File: config.mk
export PLATFORM = sky130hd
export DESIGN_NAME = keypad_scan_debounce
export DESIGN_NICKNAME = d
export VERILOG_FILES = /design/src/rtl/keypad_pkg.sv /design/src/rtl/keypad_sync2.sv /design/src/rtl/keypad_scan_debounce.sv
export SDC_FILE = /design/constraint.sdc
export NUM_CORES = 1
export LEC_CHECK = 0
export ABC_AREA = 1
export CAP_MARGIN = 20
export CORE_ASPECT_RATIO = 0.5
export CORE_UTILIZATION = 45
export DETAILED_ROUTE_END_ITERATION = 8
export GPL_TIMING_DRIVEN = 0
export HOLD_SLACK_MARGIN = 0.02
export PLACE_DENSITY = 0.66
export SLEW_MARGIN = 20
export SYNTH_ARGS = -nofsm -noshare
export SYNTH_HDL_FRONTEND = slang
export SYNTH_SLANG_ARGS = --single-unit
File: constraint.sdc
create_clock -name clk_25MHz -period 2.6 [get_ports clk_25MHz]
set_clock_uncertainty 0.15 [all_clocks]
set_input_delay 0.78 -clock clk_25MHz [delete_from_list [all_inputs] [get_ports clk_25MHz]]
set_output_delay 0.78 -clock clk_25MHz [all_outputs]
set_load 0.01 [all_outputs]
File: src/rtl/keypad_pkg.sv
// Shared types and constants for the 4x4 keypad scanner.
package keypad_pkg;

    localparam int KP_ROWS = 4;
    localparam int KP_COLS = 4;
    localparam int KP_KEYS = KP_ROWS * KP_COLS;

    typedef enum logic [1:0] {
        S_IDLE,
        S_DRIVE,
        S_SAMPLE,
        S_EVAL
    } kp_state_t;

    // Lowest index wins when several keys appear in the same commit.
    function automatic logic [3:0] lowest_set_index(input logic [KP_KEYS-1:0] vec);
        logic [3:0] idx;
        idx = '0;
        for (int i = KP_KEYS - 1; i >= 0; i--) begin
            if (vec[i]) idx = 4'(i);
        end
        return idx;
    endfunction

endpackage

File: src/rtl/keypad_sync2.sv
// Two-flop synchroniser; resets to all-ones so idle (pulled-up) columns read as released.
module keypad_sync2 #(
    parameter int WIDTH = 4
) (
    input  logic             clk,
    input  logic             rst_n,
    input  logic [WIDTH-1:0] i_d,
    output logic [WIDTH-1:0] o_q
);

    logic [WIDTH-1:0] r_meta;
    logic [WIDTH-1:0] r_sync;

    // NOTE: sequential state uses non-blocking assignments so every flop samples pre-edge values.
    always_ff @(posedge clk or negedge rst_n) begin
        if (!rst_n) begin
            r_meta <= '1;
            r_sync <= '1;
        end else begin
            r_meta <= i_d;
            r_sync <= r_meta;
        end
    end

    assign o_q = r_sync;

endmodule

File: src/rtl/keypad_scan_debounce.sv
// Row-scans a 4x4 active-low keypad, debounces whole frames and emits press/release events.
module keypad_scan_debounce
    import keypad_pkg::*;
#(
    parameter int ROW_CYCLES      = 25000,
    parameter int DEBOUNCE_FRAMES = 5
) (
    input  logic               clk_25MHz,
    input  logic               rst_n,
    input  logic [KP_COLS-1:0] key_col,
    output logic [KP_ROWS-1:0] key_row,
    output logic [KP_KEYS-1:0] key_state,
    output logic               key_any,
    output logic [3:0]         key_code,
    output logic               key_press,
    output logic               key_release
);

    localparam int CNT_W = $clog2(ROW_CYCLES);
    localparam int DB_W  = $clog2(DEBOUNCE_FRAMES + 1);

    kp_state_t          r_state;
    kp_state_t          w_next_state;
    logic [1:0]         r_row;
    logic [1:0]         w_next_row;
    logic [CNT_W-1:0]   r_cycle_cnt;
    logic [KP_ROWS-1:0] r_key_row;
    logic [KP_ROWS-1:0] w_next_key_row;
    logic [KP_KEYS-1:0] r_frame;
    logic [KP_KEYS-1:0] r_cand;
    logic [DB_W-1:0]    r_stable;
    logic [DB_W-1:0]    w_next_stable;
    logic [KP_KEYS-1:0] r_key_state;
    logic [3:0]         r_key_code;
    logic               r_press;
    logic               r_release;
    logic [KP_COLS-1:0] w_sync_col;
    logic               w_drive_done;
    logic               w_frame_match;
    logic               w_commit;
    logic [KP_KEYS-1:0] w_new_keys;

    keypad_sync2 #(.WIDTH(KP_COLS)) u_sync (
        .clk   (clk_25MHz),
        .rst_n (rst_n),
        .i_d   (key_col),
        .o_q   (w_sync_col)
    );

    // NOTE: every always_comb output gets a default first so no path can infer a latch.
    always_comb begin
        w_next_state = r_state;
        w_next_row   = r_row;
        w_drive_done = (r_cycle_cnt == CNT_W'(ROW_CYCLES - 1));
        case (r_state)
            S_IDLE:   w_next_state = S_DRIVE;
            S_DRIVE:  if (w_drive_done) w_next_state = S_SAMPLE;
            S_SAMPLE: begin
                if (r_row == 2'd3) begin
                    w_next_state = S_EVAL;
                end else begin
                    w_next_state = S_DRIVE;
                    w_next_row   = r_row + 2'd1;
                end
            end
            S_EVAL: begin
                w_next_state = S_DRIVE;
                w_next_row   = 2'd0;
            end
            default:  w_next_state = S_IDLE;
        endcase
        // Rows are only pulled low while driving; the register keeps key_row glitch-free.
        w_next_key_row = (w_next_state == S_DRIVE) ? ~(KP_ROWS'(1) << w_next_row) : '1;
    end

    always_comb begin
        w_frame_match = (r_frame == r_cand);
        w_next_stable = '0;
        if (w_frame_match) begin
            w_next_stable = (r_stable == DB_W'(DEBOUNCE_FRAMES)) ? r_stable : r_stable + DB_W'(1);
        end
        w_commit   = (w_next_stable == DB_W'(DEBOUNCE_FRAMES)) && (r_cand != r_key_state);
        w_new_keys = r_cand & ~r_key_state;
    end

    always_ff @(posedge clk_25MHz or negedge rst_n) begin
        if (!rst_n) begin
            r_state     <= S_IDLE;
            r_row       <= 2'd0;
            r_cycle_cnt <= '0;
            r_key_row   <= '1;
            r_frame     <= '0;
            r_cand      <= '0;
            r_stable    <= '0;
            r_key_state <= '0;
            r_key_code  <= '0;
            r_press     <= 1'b0;
            r_release   <= 1'b0;
        end else begin
            r_state   <= w_next_state;
            r_row     <= w_next_row;
            r_key_row <= w_next_key_row;
            r_press   <= 1'b0;
            r_release <= 1'b0;

            if (r_state == S_DRIVE && !w_drive_done) r_cycle_cnt <= r_cycle_cnt + CNT_W'(1);
            else                                      r_cycle_cnt <= '0;

            if (r_state == S_SAMPLE) r_frame[{r_row, 2'b00} +: KP_COLS] <= ~w_sync_col;

            if (r_state == S_EVAL) begin
                if (!w_frame_match) r_cand <= r_frame;
                r_stable <= w_next_stable;
                if (w_commit) begin
                    r_key_state <= r_cand;
                    if (|w_new_keys) begin
                        r_press    <= 1'b1;
                        r_key_code <= lowest_set_index(w_new_keys);
                    end
                    if (r_cand == '0) r_release <= 1'b1;
                end
            end
        end
    end

    assign key_row     = r_key_row;
    assign key_state   = r_key_state;
    assign key_any     = |r_key_state;
    assign key_code    = r_key_code;
    assign key_press   = r_press;
    assign key_release = r_release;

endmodule

After elaboration in Yosys (flattened, before gate mapping)
Cells that the tools add are included.
{"block": "word_totals", "register_bits": 88, "inputBits": 6, "out_inout_bits": 27, "elab_cells": 78}
{"block": "classes", "addsub": 4, "n_eq_ne": 10, "shifts": 3, "muxes": 32, "bitwise_logic": 5, "n_reduce_logical": 11}
{"operator": "4-bit two-way mux", "n": 17}
{"operator": "16-bit OR reduction", "n": 2}
{"operator": "16-bit bitwise AND", "n": 1}
{"operator": "16-bit bitwise mux", "n": 1}
{"operator": "16-bit equality test", "n": 1}
{"operator": "16-bit zero test", "n": 1}
{"operator": "16-bit != test", "n": 1}
{"operator": "16-bit inverter", "n": 1}
{"operator": "4-bit by 6-bit variable shift with 16-bit output, first input constant", "n": 1}
{"operator": "4-bit by 6-bit indexed part select with 16-bit output", "n": 1}
{"operator": "15-bit by 1-bit adder with 15-bit output, second input constant", "n": 1}
{"operator": "15-bit equality test, second input constant", "n": 1}
{"operator": "15-bit two-way mux", "n": 1}
{"operator": "4-bit inverter", "n": 2}
{"operator": "2-bit equality test, second input constant", "n": 3}
{"operator": "3-bit equality test, second input constant", "n": 2}
{"operator": "1-bit two-way mux", "n": 6}
{"operator": "2-bit two-way mux", "n": 3}
{"operator": "3-bit two-way mux", "n": 2}
{"operator": "4-bit negation with 6-bit output", "n": 1}
{"operator": "2-bit one-hot mux with 3 select lines", "n": 1}
{"operator": "2-bit by 1-bit equality test with 1-bit output, second input constant", "n": 2}
{"operator": "2-bit one-hot mux with 2 select lines", "n": 1}
{"operator": "2-bit AND reduction", "n": 2}
{"operator": "other kinds (9)", "n": 10}

Longest topological paths before layout
Gate-level depths: netlist (run 1).
{"block": "depth", "ltp_word": 18, "mapped_depth": 19, "ltp_nobuf": 19}

Hierarchy
From an unflattened synthesis (run 1), not the netlist that was laid out.
{"block": "unflattened", "cells_unflattened": 495, "area_unflattened_um2": 4329.2}
{"module": "keypad_scan_debounce", "instances": 1, "cells_per_inst": 487, "area_each_um2": 4119.0, "seq_area_each_um2": 2006.9}
{"module": "keypad_sync2", "instances": 1, "cells_per_inst": 8, "area_each_um2": 210.2, "seq_area_each_um2": 210.2}

Worst setup path before layout (run 1)
OpenSTA, ideal clock, no wires.
{"block": "synth_timing", "path_kind": "reg-to-reg", "startpoint": "register r_key_state[13], in the netlist key_state[13]", "endpoint": "register r_key_state[10], in the netlist key_state[10]", "setup_time_ns": 0.073, "t_arrival_ns": 1.759, "t_required_ns": 2.377, "setup_slack_ns": 0.618, "stages_incl_launch_ff": 11, "n_path_buf": 1, "period_less_slack_ns": 1.982, "path_cell_list": "dfrtp_1 > inv_1 > ha_1 > nand4_1 > or2_0 > o31ai_1 > nor2_2 > nand2_2 > buf_6 > nor2_2 > a21oi_2"}
{"block": "synth_between", "elab_chain_len": 3}
{"item": "from (decl)", "line": "keypad_scan_debounce.sv:33", "text": "logic [KP_KEYS-1:0] r_key_state;"}
{"item": "from (signal assigned)", "line": "keypad_scan_debounce.sv:115", "text": "r_key_state <= r_cand;"}
{"item": "16-bit != test", "line": "keypad_scan_debounce.sv:82", "text": "w_commit = (w_next_stable == DB_W'(DEBOUNCE_FRAMES)) && (r_cand != r_key_state);"}
{"item": "1-bit logical AND", "line": "keypad_scan_debounce.sv:82"}
{"item": "2-bit AND reduction (no line)"}
No other way between the ends.
A chain may end at the register's enable or synchronous reset.

Worst setup path after layout (run 1)
{"block": "layout_timing", "startpoint": "register r_key_state[3], in the netlist key_state[3]", "endpoint": "output port key_any"}
{"block": "layout_between", "elab_chain_len": 1}
{"item": "16-bit OR reduction", "line": "keypad_scan_debounce.sv:128", "text": "assign key_any = |r_key_state;"}
{"item": "to (decl)", "line": "keypad_scan_debounce.sv:13", "text": "output logic key_any,"}
No other way between the ends.

==> results of run 1 <==
synthesized netlist by cell type, drive strengths merged, types with 2 or more instances:
master,count
nor3,15
nor2,45
inv,88
nand3,24
o22ai,10
o21ai,38
nand2,85
nand4,14
xnor2,13
o21a,2
or2,3
dfrtp,76
nor4,11
xor2,2
ha,25
a21oi,24
dfstp,12
buf,6
timing repair:
| action | CTS | global route |
|---|---|---|
| endpoints found under the setup margin | 1 | 0 |
| endpoints found under the hold margin | 0 | 0 |
| gates resized for setup | 7 | 0 |
metal layers:
layer	share of wire	GRT usage
met1	0.51	0.261
met2	0.45	0.319
met3	0.030	0.0479
met4	0.012	0.0573
met5	0	0
worst paths after layout:
| kind | startpoint | to | slack, ps | cells past startpoint |
|---|---|---|---|---|
| worst max-delay path | key_state[3] | key_any | 160 | 3 |
| worst min-delay path | u_sync.r_meta[2] | u_sync.o_q[2] | 210 | 0 |
| worst max register to register | key_state[9] | key_state[10] | 350 | 10 |
| worst min register to register | u_sync.r_meta[2] | u_sync.o_q[2] | 210 | 0 |
| max in group asynchronous | rst_n | key_state[11] | 1340 | 2 |
| min in group asynchronous | rst_n | key_state[14] | 320 | 1 |
cell type report:
class | instances | area share
sequential | 88 | 0.417
multi-input combinational | 313 | 0.358
timing repair buffer | 33 | 0.0632
inverter | 89 | 0.0627
clock buffer | 10 | 0.0449
tap | 135 | 0.0317
clock inverter | 6 | 0.0127
buffer | 7 | 0.00987
worst max-delay path: stages, from the launching register on:
cell and delay, ps:
dfrtp_2 440, nor4_4 310, nand4_1 130, dlygate4sd2_1 300
report_power, final:
part	internal [W]	switching (W)	leakage [nW]
combinational	0.00000962	0.0000296	1.15
sequential	0.00138	0.00000228	1.17
clock	0.000774	0.000537	0.145
total	0.00216	0.000569	2.47
sequential cells by signal (all words and copies together) (netlist names), 2 cells and up:
name           flops
key_state         16
r_cand            16
r_frame           16
r_cycle_cnt       15
key_code           4
key_row            4
u_sync.o_q         4
u_sync.r_meta      4
r_stable           3
r_row              2
r_state            2
metrics by stage:
step	utilization	cells	setup slack [ps]	setup TNS, ps	power (W)
floorplan	-	497	618	0	0.00141
global placement	0.521	664	-2560	-212280	0.00145
detailed placement	0.523	665	138	0	0.00145
CTS	0.558	681	132	0	0.00277
global route	0.558	681	69.0	0	0.00284
finish	0.558	681	156	0	0.00273
logic make-up after synthesis:
group | share of synthesized area
buffers and inverters | 0.0863
AND/OR/NAND/NOR | 0.217
flip-flops | 0.495
AO/OA/AOI/OAI | 0.102
adder cells (fa/ha/maj) | 0.0698
XOR/XNOR | 0.0293
==> impl_metrics.csv, run 1 <==
group,metric,value,unit
finish,multi_input_area,1910,µm²
run_status,outcome,"finished clean",
logic_synthesis,synth_cells,497,
floorplanning,num_io_pins,33,
logic_synthesis,synth-seq-cells,88,
clock_tree,numCtsBuffers,9,
finish,final_area,5330,µm²
worst_setup_path,arrival,1510,ps
logic_synthesis,synth_top_area_frac,0.424,
logic_synthesis,synth-edff-count,0,
logic_synthesis,async_flop_share,1.00,
finish,layout_common_cells,"81 x inv_1, 81 x nand2_1, 74 x dfrtp_1, 31 x o21ai_0",
clock_tree,cts_setup_buffers,0,
clock_tree,cts_root_buffer,"clkbuf_16",
floorplanning,core_area,9540,µm²
grt,grt_pass1_vias,3234,
clock_tree,htreeDepth,3,
worst_setup_path,crit_type,"reg -> out",
finish,final-seq-area,2220,µm²
routing,viasPerCell,4.77,
place,dpl_cell_area,4990,µm²
logic_synthesis,ys_top_cells_by_area,"dfrtp_1 42%, dfstp_2 7.0%, ha_1 7.0%",
routing,vias,3250,
clock_tree,cts_sinks,88,
finish,syn_to_final_growth,18.8,%
grt,antenna_found_initial,0,
timing,hold_viol,0,
clock_tree,cts_buffer_depth,2,
timing,holdWs,207,ps
finish,layout-drive-gt1-share,0.172,
power,ir_worst_vdd,0.303,mV
worst_setup_path,worstPathRequired,1670,ps
floorplanning,initial_core_util,0.470,
worst_hold_path,hp-class,"reg -> reg",
logic_synthesis,syn_area,4480,µm²
grt,grt_pass1_wl,15500,µm
routing,dr.pass1.iters,4,
flow_run,max_cap_violations,0,
place,place_congestion,0.843,
timing,drv_slew,0,
clock_tree,cts_tree,"yes",
routing,wirelength,8830,µm
worst_setup_path,endpoint_kind,"primary output",
logic_synthesis,synth_nets,528,
timing,max_freq,409,MHz
grt,grt_max_degree,52,
worst_setup_path,startpoint_type,"flip-flop",
place,io_buffers,32,
timing,post-route-period-util,0.940,
timing,min_period,2440,ps
timing,tightest_slew,658,ps
clock_tree,clk_pin_slew,60,ps
worst_setup_path,path_max_fanout,4,
logic_synthesis,synth_ff_type,"dfrtp_1",
logic_synthesis,yosysWarnings,0,
logic_synthesis,ys_seq_area_frac,0.495,
clock_tree,holdBufCountCts,0,
logic_synthesis,syn-mean-instance-area,9.02,µm²
power,leakage,2.47,nW
routing,route.detailed.drc,0,
power,power_density,513,nW/µm²
routing,drt_iter0_markers,130,
finish,nets,572,
floorplanning,die_h,72.6,µm
logic_synthesis,synth.distinct_cells,35,
grt,grt-ovfl-total,0,
floorplanning,die_w,143,µm
clock_tree,worst_skew_pair.late_latency,340,ps
timing,setup_viol,0,
timing,max_slew_margin,0.561,
grt,grtUsageTotal,0.196,
routing,wl_per_cell,13.0,µm
place,dp_hpwl,6740,µm
routing,final_antenna_net_count,0,
timing,grt_setup_unrepaired,"no",
floorplanning,rows,25,
logic_synthesis,synth_top_cell_by_area,"dfrtp_1",
finish,antenna_cells,0,
finish,num-fill-cells,859,
floorplanning,die_area,10400,µm²
(Power assumes the default switching activity.)
==> run 2: changes to the inputs <==
--- a/config.mk
+++ b/config.mk
@@ -8,6 +8,7 @@
 export ABC_AREA = 1
 export CAP_MARGIN = 20
 export CORE_ASPECT_RATIO = 0.5
+export CORE_MARGIN = 2
 export CORE_UTILIZATION = 45
 export DETAILED_ROUTE_END_ITERATION = 8
 export GPL_TIMING_DRIVEN = 0
==> impl_metrics.csv, run 2 (synthesis results as in run 1) <==
group,metric,value,unit
timing,min_period,2520,ps
finish,nets,572,
worst_setup_path,regToRegSetupSlack,360,ps
worst_setup_path,startpoint_type,"flip-flop",
worst_setup_path,worstPathRequired,1670,ps
clock_tree,holdBufCountCts,0,
floorplanning,die_h,74.6,µm
place,pre_cts_slack,161,ps
timing,holdWs,205,ps
timing,hold_viol,0,
timing,tightest_slew,540,ps
clock_tree,htreeDepth,3,
clock_tree,clk_pin_slew,60,ps
worst_setup_path,endpoint_kind,"primary output",
grt,busiest_layer,"met2",
power,leakage,2.47,nW
worst_setup_path,worstPathCellList,"nor4_2 > nand4_1 > dlygate4sd2_1",
grt,use_met2,0.289,
clock_tree,cts_buffer_depth,2,
clock_tree,cts_tree,"yes",
worst_hold_path,hp-class,"reg -> reg",
grt,grt_max_degree,56,
clock_tree,numCtsBuffers,9,
worst_setup_path,endpoint,"key_any",
routing,route.detailed.drc,0,
clock_tree,worst_skew_pair.late_latency,340,ps
worst_setup_path,rr_worst_depth,10,
timing,max_slew_margin,0.636,
worst_setup_path,critical_path.top_delay_family,"simple AND/OR/NAND/NOR gates",
grt,grt-ovfl-total,0,
grt,met3_usage,0.0460,
grt,grt_pass1_wl,15100,µm
worst_setup_path,slowest_delay,420,ps
timing,max_freq,397,MHz
worst_setup_path,cp-startpoint,"key_state[0]",
routing,viasPerCell,4.84,
finish,antenna_cells,0,
grt,grt_pass1_vias,3153,
worst_setup_path,critPathBufInv,1,
place,dp_hpwl,6620,µm
place,place_congestion,0.798,
routing,vias,3296,
timing,setup_viol,0,
finish,syn_to_final_growth,19.0,%
finish,layout-drive-gt1-share,0.165,
worst_setup_path,arrival,1590,ps
worst_setup_path,crit_type,"reg -> out",
clock_tree,cts_setup_buffers,0,
grt,antenna_found_initial,0,
grt,grt_util_met1,0.239,
floorplanning,die_area,10800,µm²
run_status,outcome,"finished clean",
routing,wl_per_cell,12.7,µm
worst_setup_path,cp.depth,3,
worst_setup_path,path_max_fanout,3,
power,power_density,526,nW/µm²
clock_tree,cts_root_buffer,"clkbuf_16",
floorplanning,rows,25,
finish,final-seq-area,2220,µm²
timing,drv_slew,0,
timing,setup_ws,84.0,ps
place,io_buffers,32,
finish,layout_common_cells,"81 x inv_1, 81 x nand2_1, 76 x dfrtp_1, 31 x o21ai_0",
routing,wirelength,8650,µm
finish,num-fill-cells,865,
worst_setup_path,cpMaxStageDelayCell,"dfrtp_1",
finish,multi_input_area,1890,µm²
floorplanning,num_io_pins,33,
flow_run,max_cap_violations,0,
routing,dr.pass1.iters,4,
worst_setup_path,timing.rr.start,"key_state[13]",
routing,drt_iter0_markers,142,
worst_setup_path,r2r_end,"key_state[10]",
timing,post-route-period-util,0.968,
timing,grt_setup_unrepaired,"no",
routing,final_antenna_net_count,0,
clock_tree,cts_sinks,88,
floorplanning,initial_core_util,0.468,
floorplanning,die_w,145,µm
floorplanning,core_area,9570,µm²
grt,grtUsageTotal,0.179,
power,ir_worst_vdd,0.306,mV
## run 2: how the worst min path moves through the flow
stage,startpoint,slack [ps],endpoint,depth (start not counted)
final,u_sync.r_meta[0],200,u_sync.o_q[0],0
after detailed placement,u_sync.r_meta[0],200,u_sync.o_q[0],0
after global placement,u_sync.r_meta[0],200,u_sync.o_q[0],0
after global routing,u_sync.r_meta[0],210,u_sync.o_q[0],0
after floorplan,u_sync.r_meta[0],200,u_sync.o_q[0],0
after CTS,u_sync.r_meta[0],210,u_sync.o_q[0],0
## run 2: area by class of cell
class	instances	area share
clock buffer	12	0.0462
clock inverter	4	0.0146
multi-input combinational	313	0.355
sequential	88	0.416
buffer	7	0.00986
tap	135	0.0317
timing repair buffer	33	0.0645
inverter	89	0.0627
## run 2: timing repair
action,CTS,global route
endpoints found under the setup margin,1,0
gates resized for setup,3,0
hold endpoints to repair,0,0
## run 2: through the flow
step	TNS, ps	std cells	power (W)	util	cell area (µm²)
3_5_place_dp	0	665	0.00145	0.522	5000
4_1_cts	0	681	0.00285	0.557	5330
6_report	0	681	0.00280	0.557	5330
3_3_place_gp	-215050	664	0.00145	0.519	4970
5_1_grt	0	681	0.00290	0.557	5330
2_1_floorplan	0	497	0.00141	-	4480
## run 2: metal layers
metal / part of all wire / wire length (µm) / up-vias
li1: - / - / 1703
met3: 0.042 / 363 / 13
met1: 0.51 / 4390 / 1512
met4: 0.016 / 142 / 0
met2: 0.43 / 3750 / 68
met5: 0 / 0 / -
## run 2: power breakdown
part | total, W | switching, W | internal [W]
Combinational | 0.0000404 | 0.0000294 | 0.0000109
Sequential | 0.00138 | 0.00000200 | 0.00138
Clock | 0.00138 | 0.000507 | 0.000872
==> run 3: changes to the inputs <==
--- a/config.mk
+++ b/config.mk
@@ -14,6 +14,7 @@
 export GPL_TIMING_DRIVEN = 0
 export HOLD_SLACK_MARGIN = 0.02
 export PLACE_DENSITY = 0.66
+export SKIP_LAST_GASP = 1
 export SLEW_MARGIN = 20
 export SYNTH_ARGS = -nofsm -noshare
 export SYNTH_HDL_FRONTEND = slang
==> results of run 3 <==
Same layout as run 2: the final DEF is identical, and so are final timing and power.
